===== src/rtl/rv_regfile.sv =====
// rv_regfile: RV64 integer register file, NUM_REGS x ARCH_WIDTH, two combinational read ports, one write port.
// Optional REGFILE_INDEX_RESET_EN: register i resets to value i (x0 always 0); otherwise all reset to 0.

module register #(
    parameter int                    ARCH_WIDTH = 64,
    parameter logic [ARCH_WIDTH-1:0] START_VAL  = {ARCH_WIDTH{1'b0}}
) (
    input  logic                  clk,
    input  logic                  rst_n,
    input  logic                  writeEnable,
    input  logic [ARCH_WIDTH-1:0] writeData,
    input  logic                  readOnly,
    output logic [ARCH_WIDTH-1:0] readData
);
    logic [ARCH_WIDTH-1:0] data_r;

    // Storage cell; read-only cells never take a write
    always_ff @(posedge clk or negedge rst_n) begin
        if (!rst_n) begin
            data_r <= START_VAL;
        end else if (writeEnable && !readOnly) begin
            data_r <= writeData;
        end else begin
            data_r <= data_r;
        end
    end

    // Read-only cells present a constant zero
    always_comb begin
        if (readOnly) begin
            readData = {ARCH_WIDTH{1'b0}};
        end else begin
            readData = data_r;
        end
    end
endmodule

module mux #(
    parameter int INPUT_QUANTITY = 32,
    parameter int ARCH_WIDTH     = 64,
    parameter int SEL_WIDTH      = 5
) (
    input  logic [INPUT_QUANTITY-1:0][ARCH_WIDTH-1:0] in_data,
    input  logic [SEL_WIDTH-1:0]                      sel,
    output logic [ARCH_WIDTH-1:0]                     out_data
);
    // Combinational INPUT_QUANTITY:1 selector
    always_comb begin
        out_data = in_data[sel];
    end
endmodule

module rv_regfile #(
    parameter int ARCH_WIDTH = 64,
    parameter int NUM_REGS   = 32,
    parameter int SEL_WIDTH  = 5
) (
    input  logic                  clk,
    input  logic                  rst_n,
    input  logic [SEL_WIDTH-1:0]  rs1,
    input  logic [SEL_WIDTH-1:0]  rs2,
    input  logic [SEL_WIDTH-1:0]  rd,
    input  logic                  wEn,
    input  logic                  immediate,
    input  logic [ARCH_WIDTH-1:0] wData,
    output logic [ARCH_WIDTH-1:0] out1,
    output logic [ARCH_WIDTH-1:0] out2
);
    logic [NUM_REGS-1:0]                 we_s;
    logic [NUM_REGS-1:0][ARCH_WIDTH-1:0] rdata_s;
    logic [ARCH_WIDTH-1:0]               mux2_s;

    // One-hot write-enable decode from rd
    always_comb begin
        we_s = {NUM_REGS{1'b0}};
        for (int i = 0; i < NUM_REGS; i++) begin
            we_s[i] = wEn && (rd == SEL_WIDTH'(i));
        end
    end

    for (genvar i = 0; i < NUM_REGS; i++) begin : g_reg
`ifdef REGFILE_INDEX_RESET_EN
        localparam logic [ARCH_WIDTH-1:0] RST_VAL = (i == 0) ? {ARCH_WIDTH{1'b0}} : ARCH_WIDTH'(i);
`else
        localparam logic [ARCH_WIDTH-1:0] RST_VAL = {ARCH_WIDTH{1'b0}};
`endif
        register #(
            .ARCH_WIDTH(ARCH_WIDTH),
            .START_VAL (RST_VAL)
        ) u_reg (
            .clk        (clk),
            .rst_n      (rst_n),
            .writeEnable(we_s[i]),
            .writeData  (wData),
            .readOnly   ((i == 0) ? 1'b1 : 1'b0),
            .readData   (rdata_s[i])
        );
    end

    mux #(
        .INPUT_QUANTITY(NUM_REGS),
        .ARCH_WIDTH    (ARCH_WIDTH),
        .SEL_WIDTH     (SEL_WIDTH)
    ) u_mux1 (
        .in_data (rdata_s),
        .sel     (rs1),
        .out_data(out1)
    );

    mux #(
        .INPUT_QUANTITY(NUM_REGS),
        .ARCH_WIDTH    (ARCH_WIDTH),
        .SEL_WIDTH     (SEL_WIDTH)
    ) u_mux2 (
        .in_data (rdata_s),
        .sel     (rs2),
        .out_data(mux2_s)
    );

    // Immediate-form instructions take no second register operand
    always_comb begin
        if (immediate) begin
            out2 = {ARCH_WIDTH{1'b0}};
        end else begin
            out2 = mux2_s;
        end
    end
endmodule


===== config.mk =====
export PLATFORM = sky130hd
export DESIGN_NAME = rv_regfile
export DESIGN_NICKNAME = d
export VERILOG_FILES = /design/src/rtl/rv_regfile.sv
export SDC_FILE = /design/constraint.sdc
export NUM_CORES = 2
export LEC_CHECK = 0
export CAP_MARGIN = 10
export CELL_PAD_IN_SITES_DETAIL_PLACEMENT = 1
export CELL_PAD_IN_SITES_GLOBAL_PLACEMENT = 1
export CORE_MARGIN = 5
export CORE_UTILIZATION = 55
export CTS_CLUSTER_DIAMETER = 200
export DETAILED_ROUTE_END_ITERATION = 10
export DONT_BUFFER_PORTS = 1
export PLACE_DENSITY_LB_ADDON = 0.1
export SLEW_MARGIN = 20
export SYNTH_ARGS = -nofsm -noshare
export SYNTH_HDL_FRONTEND = slang
export SYNTH_SLANG_ARGS = --single-unit

===== constraint.sdc =====
create_clock -name clk -period 2.4 [get_ports clk]
set_input_delay 0.24 -clock clk [delete_from_list [all_inputs] [get_ports clk]]
set_output_delay 0.24 -clock clk [all_outputs]
set_load 0.005 [all_outputs]

==> metrics.yaml <==
vias: 72500
grt_pass1_vias: 79800
layout_common_cells: "mux2_2, dfrtp_1, mux4_2"
synth-main-ff-cell: "dfrtp_1"
antenna_left: 0
grt_pass1_wl_um: 538000
avgViaCountPerCell: 7.06
post-route-min-period_ns: 4.42
cp.required_ns: 2.16
skew_ns: 0
clock_latency_ns: 0.86
die_w_um: 451
io_pins: 211
die_h_um: 451
syn_inst: 7484
fin_hold_ws_ns: -0.924
drt_iter0_drc: 5979
synth_cell_types: 49
yosysWarnings: 0
syn-cell-area_mm2: 0.107
finalWeightedCongestion: 0.773
worst_pin_slew_ns: 3.11
largest_register_ffs: 1984
cts.sinks: 1984
ys_ff_latch: 1984
antenna_found_initial: 11
grt_max_degree: 580
cts.path.max_buffers: 3
fin_ws_ns: -2.02
first_pass_iters: 5
fmax_ghz: 0.226
ys_seq_area_share_pct: 46.4
wirelength_um: 365000
num_rows: 161
htree_levels: 4
synth_top_area_share_pct: 46.4
hp-class: "primary input to asynchronous set/reset pin"
reg_top3: "g.u_reg.data_r: 1984 flops"
critical_path_arrival_ns: 4.18
die_area_mm2: 0.203
dp.cells: 9541
slew_viol_final: 841
crit_type: "primary input to output pin"
fin_nets: 7646
syn_nets: 7567
overflow: 0
numCtsBuffers: 214
hpwl_um: 183000
synth-edff-count: 0
core_area_mm2: 0.193
period_share_pct: 184
portBuffers: 0
cts_tree: "built"
layoutNonFillerInstCount: 10300
crit_path_end_kind: "output pin"
synth_area_leader_cell: "dfrtp_1"
worst-r2r-setup-slack_ns: 1.01
ctsRootBufferMaster: "clkbuf_16"
power.leakage_nw: 53.8
setup_viol: 128
violations: "negative hold slack, max-slew violations, negative setup slack"
slew-limit-headroom_pct: -107
clkSlewWorstSetupHoldPaths_ns: 0.06
synth_area_per_cell_um2: 14.3
final_common_cell: "mux2_2"
finalHoldViolations: 466
pre_cts_ws_ns: -2.09
routedWlPerCell_um: 35.5
initial_core_util_pct: 55.4
rsz0062_at_grt: "true"
powerDensity_mw_per_mm2: 814
grtUsageTotal_pct: 35.1
drc: 0
synthToLayoutAreaGrowth_pct: 16.4
maxCapViolations: 0
vdd_ir_drop_max_mv: 0.808
outcome: "finished, violations left"
drive_above_1_share_pct: 55.8
critPathLaunchType: "primary input"
regMostFlops: "g.u_reg.data_r"
synthTopCellsByArea: "dfrtp_1, mux2_2, mux4_2, mux2i_1, a221oi_1"
critPathMaxFanout: 579
synthArstFlopShare_pct: 100
==> synthesized netlist by cell type (41+ instances only) <==
| master | count |
|---|---|
| a211oi_1 | 61 |
| a21oi_1 | 57 |
| a221oi_1 | 244 |
| and3_1 | 55 |
| buf_2 | 299 |
| buf_4 | 47 |
| buf_6 | 41 |
| clkbuf_1 | 421 |
| dfrtp_1 | 1984 |
| mux2_1 | 71 |
| mux2_2 | 2164 |
| mux2i_1 | 446 |
| mux4_2 | 644 |
| nand2_1 | 140 |
| nor2b_1 | 135 |
| nor3_1 | 115 |
| o2111ai_1 | 62 |
| o211ai_1 | 53 |
| o21ai_0 | 64 |
| o221ai_1 | 64 |
| o22a_1 | 63 |
| o22ai_1 | 75 |
| o31ai_1 | 54 |
==> metal layers <==
metal | vias to the layer above | routed length [um] | part of all wire [%] | global-route usage (%)
met1 | 39500 | 145000 | 40 | 46.7
li1 | 29200 | - | - | -
met5 | - | 13 | 0.0036 | 0
met3 | 867 | 25000 | 6.9 | 5.42
met2 | 2944 | 176000 | 48 | 57.5
met4 | 2 | 19000 | 5.2 | 16.0
==> repair_timing <==
item                                    4_1_cts  5_1_grt
hold buffers                                 77        5
endpoints found under the setup margin      357      485
gates resized for setup                     359      323
gates cloned                                  3       12
buffers inserted                            226       48
pin swaps                                   136      174
endpoints found under the hold margin      2563      546
==> where the power goes <==
group	internal (mW)	leakage [nW]	switching, mW	total [mW]
registers	40.0	25.4	4.96	45.0
clock network	19.9	3.59	14.2	34.2
logic	13.8	24.8	8.39	22.2
==> cell families (layout without fill, tap and decap cells) <==
logic type | after synthesis | count (layout) | synth area share (%)
compound gates | 832 | 832 | 6.03
buf+inv | 842 | 1100 | 3.77
flops | 1984 | 1984 | 46.4
mux | 3325 | 3325 | 41.3
other cells | 0 | 10 | 0
simple gates | 501 | 501 | 2.55
==> layout make-up <==
type / count / area (um^2)
antenna: 10 / 25.0
multi-input combinational: 4658 / 56700
clock buffer: 333 / 6580
fill: 17000 / 68500
clock inverter: 62 / 662
sequential: 1984 / 49600
timing repair buffer: 704 / 7770
inverter: 1 / 6.26
tap: 2526 / 3160
==> path summary, 6_finish.rpt <==
path | start | cells after the start | end
worst max register to register | g_reg[4].u_reg.data_r[30] | 2 | g_reg[4].u_reg.data_r[30]
worst max-delay path | rs1[0] | 6 | out1[42]
worst min-delay path | rst_n | 0 | g_reg[11].u_reg.data_r[56]
min in group clk | wData[20] | 2 | g_reg[5].u_reg.data_r[20]
max in group asynchronous | rst_n | 5 | g_reg[8].u_reg.data_r[19]
worst min register to register | g_reg[24].u_reg.data_r[54] | 1 | g_reg[24].u_reg.data_r[54]
==> stage by stage <==
| stage | power (mW) | utilization, % | hold WS, ns | setup TNS [ns] | instance area (um^2) |
|---|---|---|---|---|---|
| 2_1_floorplan | 58.9 | - | -0.0556 | 0 | 107000 |
| 3_3_place_gp | 62.1 | 57.4 | -0.0447 | -825.33 | 111000 |
| 3_5_place_dp | 63.6 | 57.5 | -0.0459 | -819.77 | 111000 |
| 4_1_cts | 100 | 63.4 | -0.979 | -51.85 | 122000 |
| 5_1_grt | 105 | 64.5 | -0.962 | -67.48 | 125000 |
| 6_report | 101 | 64.5 | -0.924 | -139.50 | 125000 |
==> worst max-delay path: stages <==
cell,delay (ns)
mux4_2,1.58
nor2b_4,0.17
o31ai_2,0.27
and3_4,0.27
a21oi_4,0.06
buf_6,0.15
Note: power is estimated with default switching activity, not from simulation.
